## config.mk

```make
export PLATFORM = sky130hd
export DESIGN_NAME = vga_timing_gen
export DESIGN_NICKNAME = d
export VERILOG_FILES = /design/src/rtl/vga_timing_gen.sv
export SDC_FILE = /design/constraint.sdc
export NUM_CORES = 1
export LEC_CHECK = 0
export BUFFER_PORTS_ARGS = -buffer_cell sky130_fd_sc_hd__clkbuf_2
export CAP_MARGIN = 5
export CORE_UTILIZATION = 35
export DETAILED_ROUTE_END_ITERATION = 12
export GPL_ROUTABILITY_DRIVEN = 0
export GPL_TIMING_DRIVEN = 0
export PLACE_DENSITY = 0.57
export SYNTH_ARGS = -nofsm -noshare
export SYNTH_HDL_FRONTEND = slang
export SYNTH_SLANG_ARGS = --single-unit
```

## constraint.sdc

```tcl
create_clock -name CLK -period 1.9 [get_ports CLK]
set_input_delay 0.38 -clock CLK [delete_from_list [all_inputs] [get_ports CLK]]
set_output_delay 0.38 -clock CLK [all_outputs]
set_load 0.01 [all_outputs]
```

## src/rtl/vga_timing_gen.sv

```systemverilog
// VGA raster timing generator.
// Column/row counters with active / front porch / sync / back porch decode,
// programmable sync polarity, a pixel clock-enable and line/frame strobes.
// Every output is registered from the same pre-increment count, so all
// outputs describe the same raster position one cycle after it was counted.
module vga_timing_gen #(
  parameter int H_ACTIVE = 640,
  parameter int H_FP     = 16,
  parameter int H_SYNC   = 96,
  parameter int H_BP     = 48,
  parameter int V_ACTIVE = 480,
  parameter int V_FP     = 10,
  parameter int V_SYNC   = 2,
  parameter int V_BP     = 33,
  parameter int H_POL    = 0,
  parameter int V_POL    = 0,
  parameter int CNT_W    = 10
) (
  input  logic             CLK,
  input  logic             RST_N,
  input  logic             EN,
  output logic             H_Sync,
  output logic             V_Sync,
  output logic             Active,
  output logic             Line_Start,
  output logic             Frame_Start,
  output logic [CNT_W-1:0] CountCol,
  output logic [CNT_W-1:0] CountRow
);

  localparam int H_TOTAL = H_ACTIVE + H_FP + H_SYNC + H_BP;
  localparam int V_TOTAL = V_ACTIVE + V_FP + V_SYNC + V_BP;

  // Segment boundaries, fixed at elaboration; the only runtime adders are the
  // counter increments.
  localparam logic [CNT_W-1:0] H_LAST     = CNT_W'(H_TOTAL - 1);
  localparam logic [CNT_W-1:0] H_ACT_END  = CNT_W'(H_ACTIVE);
  localparam logic [CNT_W-1:0] H_SYNC_BEG = CNT_W'(H_ACTIVE + H_FP);
  localparam logic [CNT_W-1:0] H_SYNC_END = CNT_W'(H_ACTIVE + H_FP + H_SYNC);
  localparam logic [CNT_W-1:0] V_LAST     = CNT_W'(V_TOTAL - 1);
  localparam logic [CNT_W-1:0] V_ACT_END  = CNT_W'(V_ACTIVE);
  localparam logic [CNT_W-1:0] V_SYNC_BEG = CNT_W'(V_ACTIVE + V_FP);
  localparam logic [CNT_W-1:0] V_SYNC_END = CNT_W'(V_ACTIVE + V_FP + V_SYNC);

  localparam logic H_ASSERT = (H_POL != 0);
  localparam logic V_ASSERT = (V_POL != 0);

  localparam logic [CNT_W-1:0] ONE = CNT_W'(1);

  // Reject segment widths of zero and totals that do not fit the counters.
  generate
    if (H_ACTIVE < 1 || H_FP < 1 || H_SYNC < 1 || H_BP < 1 ||
        V_ACTIVE < 1 || V_FP < 1 || V_SYNC < 1 || V_BP < 1) begin : g_bad_seg
      $error("vga_timing_gen: every segment width must be at least 1");
    end
    if (CNT_W < 1 || CNT_W > 30 ||
        ((H_TOTAL - 1) >> CNT_W) != 0 ||
        ((V_TOTAL - 1) >> CNT_W) != 0) begin : g_bad_width
      $error("vga_timing_gen: CNT_W too narrow for H_TOTAL-1 / V_TOTAL-1");
    end
  endgenerate

  logic [CNT_W-1:0] col_q, col_d;
  logic [CNT_W-1:0] row_q, row_d;
  logic [CNT_W-1:0] count_col_q, count_col_d;
  logic [CNT_W-1:0] count_row_q, count_row_d;
  logic             h_sync_q, h_sync_d;
  logic             v_sync_q, v_sync_d;
  logic             active_q, active_d;
  logic             line_start_q, line_start_d;
  logic             frame_start_q, frame_start_d;

  // Next-state: decode the current count into outputs and advance the raster,
  // only on enabled cycles; strobes fall to 0 whenever EN is low.
  always_comb begin
    col_d         = col_q;
    row_d         = row_q;
    count_col_d   = count_col_q;
    count_row_d   = count_row_q;
    h_sync_d      = h_sync_q;
    v_sync_d      = v_sync_q;
    active_d      = active_q;
    line_start_d  = 1'b0;
    frame_start_d = 1'b0;
    if (EN) begin
      count_col_d   = col_q;
      count_row_d   = row_q;
      h_sync_d      = ((col_q >= H_SYNC_BEG) && (col_q < H_SYNC_END)) ? H_ASSERT : ~H_ASSERT;
      v_sync_d      = ((row_q >= V_SYNC_BEG) && (row_q < V_SYNC_END)) ? V_ASSERT : ~V_ASSERT;
      active_d      = (col_q < H_ACT_END) && (row_q < V_ACT_END);
      line_start_d  = (col_q == '0);
      frame_start_d = (col_q == '0) && (row_q == '0);
      if (col_q == H_LAST) begin
        col_d = '0;
        row_d = (row_q == V_LAST) ? '0 : row_q + ONE;
      end else begin
        col_d = col_q + ONE;
      end
    end
  end

  // State and output registers, cleared asynchronously to the idle raster.
  always_ff @(posedge CLK or negedge RST_N) begin
    if (!RST_N) begin
      col_q         <= '0;
      row_q         <= '0;
      count_col_q   <= '0;
      count_row_q   <= '0;
      h_sync_q      <= ~H_ASSERT;
      v_sync_q      <= ~V_ASSERT;
      active_q      <= 1'b0;
      line_start_q  <= 1'b0;
      frame_start_q <= 1'b0;
    end else begin
      col_q         <= col_d;
      row_q         <= row_d;
      count_col_q   <= count_col_d;
      count_row_q   <= count_row_d;
      h_sync_q      <= h_sync_d;
      v_sync_q      <= v_sync_d;
      active_q      <= active_d;
      line_start_q  <= line_start_d;
      frame_start_q <= frame_start_d;
    end
  end

  assign H_Sync      = h_sync_q;
  assign V_Sync      = v_sync_q;
  assign Active      = active_q;
  assign Line_Start  = line_start_q;
  assign Frame_Start = frame_start_q;
  assign CountCol    = count_col_q;
  assign CountRow    = count_row_q;

endmodule

```

==> flow_summary.toml, run 1 <==
[setup_path]
endpoint_kind = "flop"
criticalPathCategory = "reg2reg"
crit_fanout = 5
startpoint_type = "flop"
cp.arrival_ps = 2030
required_ps = 2140

[power]
peakVddDrop_v = 0.0004525
p_leak_uw = 0.001150
p_per_area_nw_per_um2 = 891.7

[sta]
worst_slew_pin_slew_ps = 1099
period_needed_ps = 1797
hold_viol_final = 0
skew_ps = 3.722
slew_violations = 0
rsz0062_at_grt = "false"
max_slew_margin_pct = 26.73
period_share_pct = 94.58
max_freq_mhz = 556.5
finalSetupViolations = 0

[die]
die_x_um = 78.10
die_h_um = 78.10
start_util_pct = 36.59
rows = 27
die-area_um2 = 6100
core_area_um2 = 5540
io_pins = 28

[synth]
ys_seq_elements = 45
synth_cells = 170
syn_area_um2 = 2027
async_flop_share_pct = 100.0
synth_edf_count = 0
ys.flop_type = "dfrtp_1"
synth_cell_types = 35
avgSynthCellArea_um2 = 11.92
synth_seq_area_share_pct = 55.68
yosys_warnings = 0
syn-num-nets = 178

[cells_and_area]
drive_above_1_share_pct = 32.02
multi_input_area_um2 = 853.3
diodes = 0
final_area_um2 = 2344
syn_to_final_growth_pct = 15.62
num-fill-cells = 553
regArea_um2 = 1129
layout.cells.non_filler = 275
num-nets-final = 210

[routing]
firstDrtPassIters = 4
first_iter_violations = 86
ant_nets = 0
routed_wl_um = 3847
viasPerCell = 5.153
drc = 0
wl_per_cell_um = 13.99
vias = 1417

[clocking]
htreeDepth = 2
ctsRootBufferMaster = "clkbuf_8"
clock_path_buffers = 2
clk_pin_slew_worst_paths_ps = 80
clock-sinks = 45
numCtsBuffers = 5
clk_latency_ps = 290
cts_tree = "done"

[placed_design]
port_buffers = 26
placedCellCount = 268
dp_hpwl_um = 2686
placed_area_um2 = 2247

[status]
status = "finished, final reports clean"

[worst_hold_path]
hp-class = "in2async"

[global_routing]
grt_max_degree = 46
grt_pass1_vias = 1459
antenna_found_initial = 0
grt_overflow_total = 0
grt_pass1_wl_um = 6844
grt_usage_pct = 14.38

[run]
cap_violations = 0
## path summary, 6_finish.rpt
path                                 startpoint                 endpoint  slack [ps]  depth (start not counted)
setup reg to reg           col_q[0]$_DFFE_PN0P_     row_q[3]$_DFFE_PN0P_         100                          5
setup / recovery           col_q[0]$_DFFE_PN0P_     row_q[3]$_DFFE_PN0P_         100                          5
hold reg to reg              V_Sync$_DFFE_PN1P_       V_Sync$_DFFE_PN1P_         490                          2
max in group asynchronous                 RST_N     col_q[0]$_DFFE_PN0P_         950                          1
hold / removal                            RST_N  CountRow[0]$_DFFE_PN0P_         280                          1
min in group CLK                             EN  CountRow[3]$_DFFE_PN0P_         480                          2
## through the flow
stage | util, % | TNS [ps] | hold WS, ps | power, uW | setup WS (ps)
after global routing | 42.30 | 0 | 386.0 | 2207 | 18.29
final | 42.30 | 0 | 282.2 | 2090 | 103.0
after CTS | 42.21 | 0 | 330.3 | 2126 | 25.39
after detailed placement | 40.56 | -56.60 | 481.8 | 1536 | -29.72
after global placement | 40.56 | -19.75 | 480.3 | 1526 | -12.40
after floorplan | - | 0 | 84.41 | 1395 | 215.6
## registers in the layout, indices dropped and copies added (netlist names)
| name | count |
|---|---|
| Frame_Start | 1 |
| CountRow | 10 |
| Line_Start | 1 |
| CountCol | 10 |
| col_q | 10 |
| H_Sync | 1 |
| V_Sync | 1 |
| row_q | 10 |
| Active | 1 |
## routing by layer
metal,share of wire [%],global-route usage [%],up-vias
met4,1.9,5.556,0
met1,48,18.18,709
met2,47,23.77,22
met5,0,0,-
li1,-,-,677
met3,3.1,3.372,9
## cells in the final DEF, fill, tap and decap left out, types with 4 or more instances in the layout
master     n
dfrtp_1   43
clkbuf_2  26
mux2_2    21
nand3_1   10
nor2_1     8
nand2_1    8
xnor2_1    8
and3_1     7
o21ai_0    7
inv_1      6
nand4_1    5
ha_1       5
clkbuf_8   5
nor3_1     4
a21oi_1    4
## Yosys cell counts (4+ instances only)
cell	instances	area, um^2
a21oi_1	4	20.02
and3_1	7	43.79
dfrtp_1	43	1076
ha_1	5	62.56
inv_1	6	22.52
mux2_2	21	236.5
nand2_1	9	33.78
nand3_1	10	50.05
nand4_1	5	31.28
nor2_1	8	30.03
nor3_1	4	20.02
o21ai_0	7	35.03
xnor2_1	8	70.07
## repair_timing
item / 4_1_cts / 5_1_grt
buffers inserted: 0 / 1
hold buffers: 0 / 0
resized for setup: 1 / 2
endpoints found under the setup margin: 2 / 7
## worst max-delay path, cell delays in order, from the launching register on
cell and delay (ps):
dfrtp_1 400, ha_1 220, nand2_2 110, or4_4 590
or3_1 360, nand3_1 70
## cells by family (layout without fill, tap and decap cells)
logic type	count (synthesis)	after routing	share of synthesized area, %
flops	45	45	55.68
simple gates	56	56	16.36
buf+inv	14	47	2.778
xor+xnor	10	10	4.321
mux	22	22	12.22
fa+ha+maj	5	5	3.086
compound gates	18	18	5.556
## layout make-up
type                       instances  share of cell area (%)
tap                               72                   3.844
clock buffer                       6                   3.097
sequential                        45                   48.16
buffer                             6                   1.228
clock inverter                     2                  0.4271
timing repair buffer              27                   5.873
multi-input combinational        111                   36.41
inverter                           6                  0.9610
## power breakdown
| group | switching (uW) | total (uW) | internal [uW] | leakage (uW) |
|---|---|---|---|---|
| logic | 167 | 333 | 166 | 0.000539 |
| clock network | 320 | 576 | 255 | 0.0000450 |
| registers | 118 | 1180 | 1060 | 0.000566 |
No activity file was read; power rests on OpenSTA's default activity.
==> inputs of run 2 (changes only) <==
--- a/config.mk
+++ b/config.mk
@@ -12,6 +12,7 @@
 export GPL_ROUTABILITY_DRIVEN = 0
 export GPL_TIMING_DRIVEN = 0
 export PLACE_DENSITY = 0.57
+export RECOVER_POWER = 100
 export SYNTH_ARGS = -nofsm -noshare
 export SYNTH_HDL_FRONTEND = slang
 export SYNTH_SLANG_ARGS = --single-unit
==> run 2 against run 1 <==
- total power shrank 0.92%
- clock skew about the same
- count of clock-buffer cells in the layout is the same
- utilization is 0.63 points lower
- clock power about the same
- routed wire length increased by 0.65%
- sequential share of layout area rose by 0.73 points
- final area fell by 1.5%
- critical path type unchanged
- largest cell class unchanged
- largest power group unchanged
==> flow_summary.toml, run 2 (same netlist as run 1, synthesis figures left out) <==
[sta]
skew_ps = 3.953
worst_slew_pin_slew_ps = 1114
max_slew_margin_pct = 25.71
period_needed_ps = 1798
slew_violations = 0
max_freq_mhz = 556.1
setup_tns_ps = 0
rsz0062_at_grt = "false"
finalSetupViolations = 0
period_share_pct = 94.64
hold_viol_final = 0

[placed_design]
port_buffers = 26
dp_hpwl_um = 2686
placed_area_um2 = 2247
placedCellCount = 268

[global_routing]
antenna_found_initial = 0
grt_overflow_total = 0
grt_usage_pct = 14.38
grt_max_degree = 46
grt_pass1_wl_um = 6844
grt_pass1_vias = 1459

[setup_path]
crit_fanout = 5
r2r_start = "col_q[0]$_DFFE_PN0P_"
cp_slowest_cell = "or4_4"
startpoint = "col_q[0]$_DFFE_PN0P_"
r2r_cells = 5
criticalPathCategory = "reg2reg"
endpoint_kind = "flop"
crit_chain = "ha_1 -> nand2_2 -> or4_4 -> or3_1 -> nand3_1"
startpoint_type = "flop"
required_ps = 2140
cp.arrival_ps = 2030
critPathMaxStageDelay_ps = 590

[power]
peakVddDrop_v = 0.0004531
p_per_area_nw_per_um2 = 897.0
p_leak_uw = 0.001068
total_power_uw = 2071

[die]
io_pins = 28
start_util_pct = 36.59
core_area_um2 = 5540
rows = 27
die_x_um = 78.10
die-area_um2 = 6100
die_h_um = 78.10

[routing]
first_iter_violations = 81
wl_per_cell_um = 14.08
ant_nets = 0
drc = 0
routed_wl_um = 3872
viasPerCell = 5.120
firstDrtPassIters = 4
vias = 1408

[cells_and_area]
fin_util_pct = 41.67
final_area_um2 = 2308
layout_common_cells = "dfrtp_1 (43), clkbuf_1 (30), mux2_2 (21)"
layout.cells.non_filler = 275
num-nets-final = 210
diodes = 0
layout_commonest_cell = "dfrtp_1"
syn_to_final_growth_pct = 13.89
drive_above_1_share_pct = 19.21

[clocking]
ctsRootBufferMaster = "clkbuf_8"
clk_latency_ps = 290
hold_buffers = 0
clk_pin_slew_worst_paths_ps = 80
clock-sinks = 45
cts_tree = "done"
clock_path_buffers = 2
htreeDepth = 2
numCtsBuffers = 5

[run]
cap_violations = 0

[status]
status = "finished, final reports clean"

[worst_hold_path]
hp-class = "in2async"
[run 2: changes by cell type in the layout (fill, tap and decap cells not counted), sizes merged]
cell	before	now
clkbuf	34	37
buf	5	2
[run 2: metrics by stage]
stage	setup slack [ps]	hold WS (ps)
after floorplan	215.6	84.41
after global placement	-12.40	480.3
after detailed placement	-29.72	481.8
after CTS	25.39	330.3
after global routing	18.23	386.0
final	101.8	285.2
[run 2: repair_timing]
action                                  4_1_cts  5_1_grt
endpoints found under the setup margin        2        7
endpoints found under the hold margin         0        0
resized for setup                             1        2
setup buffers                                 0        1
pin swaps                                     0        0
[run 2: final timing paths]
path	endpoint	slack [ps]
min in group CLK	CountRow[3]$_DFFE_PN0P_	480
max	row_q[3]$_DFFE_PN0P_	100
max in group asynchronous	CountCol[0]$_DFFE_PN0P_	940
min	CountRow[0]$_DFFE_PN0P_	290
max reg2reg	row_q[3]$_DFFE_PN0P_	100
min reg2reg	V_Sync$_DFFE_PN1P_	490
[run 2: worst max-delay path: cells and delay by family, from the launching register on]
family,cells,cell delay (ps)
AND/OR/NAND/NOR,4,1130
adder cells (fa/ha/maj),1,220
flip-flops,1,400
[run 2: layout make-up]
cell class | count | area (um^2)
fillers | 564 | 3232
repair buffers | 27 | 102.6
inverters | 6 | 22.52
clock inverters | 2 | 10.01
multi-input cells | 111 | 853.3
plain buffers | 6 | 28.78
clock buffers | 6 | 72.57
well taps | 72 | 90.09
flip-flops and latches | 45 | 1129
[run 2: power breakdown]
group	internal, uW	total [uW]	switching, uW
Sequential	1060	1180	118
Clock	255	576	321
Combinational	146	313	168
Total	1460	2070	607
[run 2: per-layer routing]
| metal | global-route usage, % | vias up | share of wire (%) |
|---|---|---|---|
| met4 | 5.556 | 0 | 1.9 |
| met3 | 3.372 | 9 | 3.2 |
| met5 | 0 | - | 0 |
| li1 | - | 675 | - |
| met2 | 23.77 | 22 | 47 |
| met1 | 18.18 | 702 | 48 |
==> inputs of run 3 (changes only) <==
--- a/config.mk
+++ b/config.mk
@@ -13,6 +13,8 @@
 export GPL_TIMING_DRIVEN = 0
 export PLACE_DENSITY = 0.57
 export RECOVER_POWER = 100
+export SETUP_SLACK_MARGIN = 0.2
+export SLEW_MARGIN = 10
 export SYNTH_ARGS = -nofsm -noshare
 export SYNTH_HDL_FRONTEND = slang
 export SYNTH_SLANG_ARGS = --single-unit
==> run 3 against run 2 <==
- sequential cell count did not move
- clock power barely moved
- critical path depth did not move
- die area did not move
- sequential share of layout area fell by 1.6 points
- highest routed layer unchanged
==> flow_summary.toml, run 3 (same netlist as run 1, synthesis figures left out) <==
[status]
status = "finished, final reports clean"

[global_routing]
antenna_found_initial = 0
grt_usage_pct = 14.73
grt_max_degree = 46
grt_overflow_total = 0
grt_pass1_vias = 1505
grt_pass1_wl_um = 7038

[worst_hold_path]
hp-class = "in2async"

[setup_path]
startpoint_type = "flop"
r2r_slack_ps = 190
r2r_start = "col_q[7]$_DFFE_PN0P_"
cp.arrival_ps = 1940
r2r_cells = 5
startpoint = "col_q[7]$_DFFE_PN0P_"
criticalPathCategory = "reg2reg"
crit_path_end = "row_q[9]$_DFFE_PN0P_"
r2r-end = "row_q[9]$_DFFE_PN0P_"
endpoint_kind = "flop"
required_ps = 2130
crit_fanout = 5

[die]
die-area_um2 = 6100
rows = 27
io_pins = 28
die_x_um = 78.10
start_util_pct = 36.59
core_area_um2 = 5540
die_h_um = 78.10

[cells_and_area]
final_area_um2 = 2391
syn_to_final_growth_pct = 17.96
layout_common_cells = "dfrtp_1 (42), clkbuf_1 (33), mux2_2 (21)"
num-fill-cells = 565
num-nets-final = 221
drive_above_1_share_pct = 22.90
layout_commonest_cell = "dfrtp_1"
diodes = 0

[sta]
worst_slew_pin_slew_ps = 1101
slew_violations = 0
skew_ps = 3.785
max_slew_margin_pct = 26.61
max_freq_mhz = 583.9
hold_viol_final = 0
finalSetupViolations = 0
rsz0062_at_grt = "true"
setup_tns_ps = 0
period_share_pct = 90.14
period_needed_ps = 1713
setup_ws_ps = 187.4

[clocking]
clk_pin_slew_worst_paths_ps = 80
numCtsBuffers = 5
clk_latency_ps = 290
clock-sinks = 45
clock_path_buffers = 2
ctsRootBufferMaster = "clkbuf_8"
cts_tree = "done"
htreeDepth = 2

[power]
p_leak_uw = 0.001111
peakVddDrop_v = 0.0004750
p_per_area_nw_per_um2 = 889.7

[routing]
routed_wl_um = 3973
drc = 0
viasPerCell = 5.119
wl_per_cell_um = 13.89
vias = 1464
firstDrtPassIters = 4
ant_nets = 0
first_iter_violations = 82

[run]
cap_violations = 0

[placed_design]
placed_area_um2 = 2247
pre_cts_ws_ps = -29.72
port_buffers = 26
dp_hpwl_um = 2686
-- run 3: metal layers --
metal / global-route usage, % / vias up / wire (um)
met5: 0 / - / 0
met3: 3.372 / 9 / 123
met1: 18.48 / 737 / 1883
met2: 24.56 / 22 / 1883
met4: 5.741 / 0 / 82
li1: - / 696 / -
-- run 3: power by group --
| part | switching [uW] | internal [uW] |
|---|---|---|
| combinational | 235 | 190 |
| sequential | 63.2 | 1060 |
| clock | 321 | 255 |
| total | 619 | 1510 |
-- run 3: worst min-delay path by stage --
stage                                  start                      end  slack, ps  cells after the start
after global routing                   RST_N  CountCol[7]$_DFFE_PN0P_        390                      1
final                                  RST_N  CountRow[0]$_DFFE_PN0P_        280                      1
after detailed placement  V_Sync$_DFFE_PN1P_       V_Sync$_DFFE_PN1P_        480                      2
after CTS                              RST_N  CountRow[2]$_DFFE_PN0P_        330                      1
after global placement    V_Sync$_DFFE_PN1P_       V_Sync$_DFFE_PN1P_        480                      2
after floorplan                        RST_N       Active$_DFFE_PN0P_         80                      0
-- run 3: what timing repair did --
action / 4_1_cts / 5_1_grt
gates resized for setup: 8 / 6
buffers inserted: 5 / 5
pin swaps: 2 / 5
hold buffers: 0 / 0
endpoints found under the setup margin: 13 / 7
-- run 3: through the flow --
stage	cells	hold WS [ps]	power [uW]	util, %
finish	286	282.9	2127	43.16
global route	286	385.9	2247	43.16
CTS	281	330.3	2161	43.18
detailed placement	268	481.8	1536	40.56
global placement	268	480.3	1526	40.56
floorplan	170	84.41	1395	-
-- run 3: cell type report --
type / count / area (um^2) / area share [%]
Inverter: 6 / 22.52 / 0.9419
Sequential cell: 45 / 1130 / 47.25
Clock inverter: 2 / 10.01 / 0.4186
Timing Repair Buffer: 36 / 162.7 / 6.803
Multi-Input combinational cell: 111 / 859.6 / 35.95
Tap cell: 72 / 90.09 / 3.768
Buffer: 8 / 43.79 / 1.832
Clock buffer: 6 / 72.57 / 3.035
-- run 3: worst max-delay path: stages (launching register included) --
cell	delay (ps)
dfrtp_1	380
buf_6	110
nand4b_4	180
or4_4	580
nor3_1	250
a2bb2oi_2	140
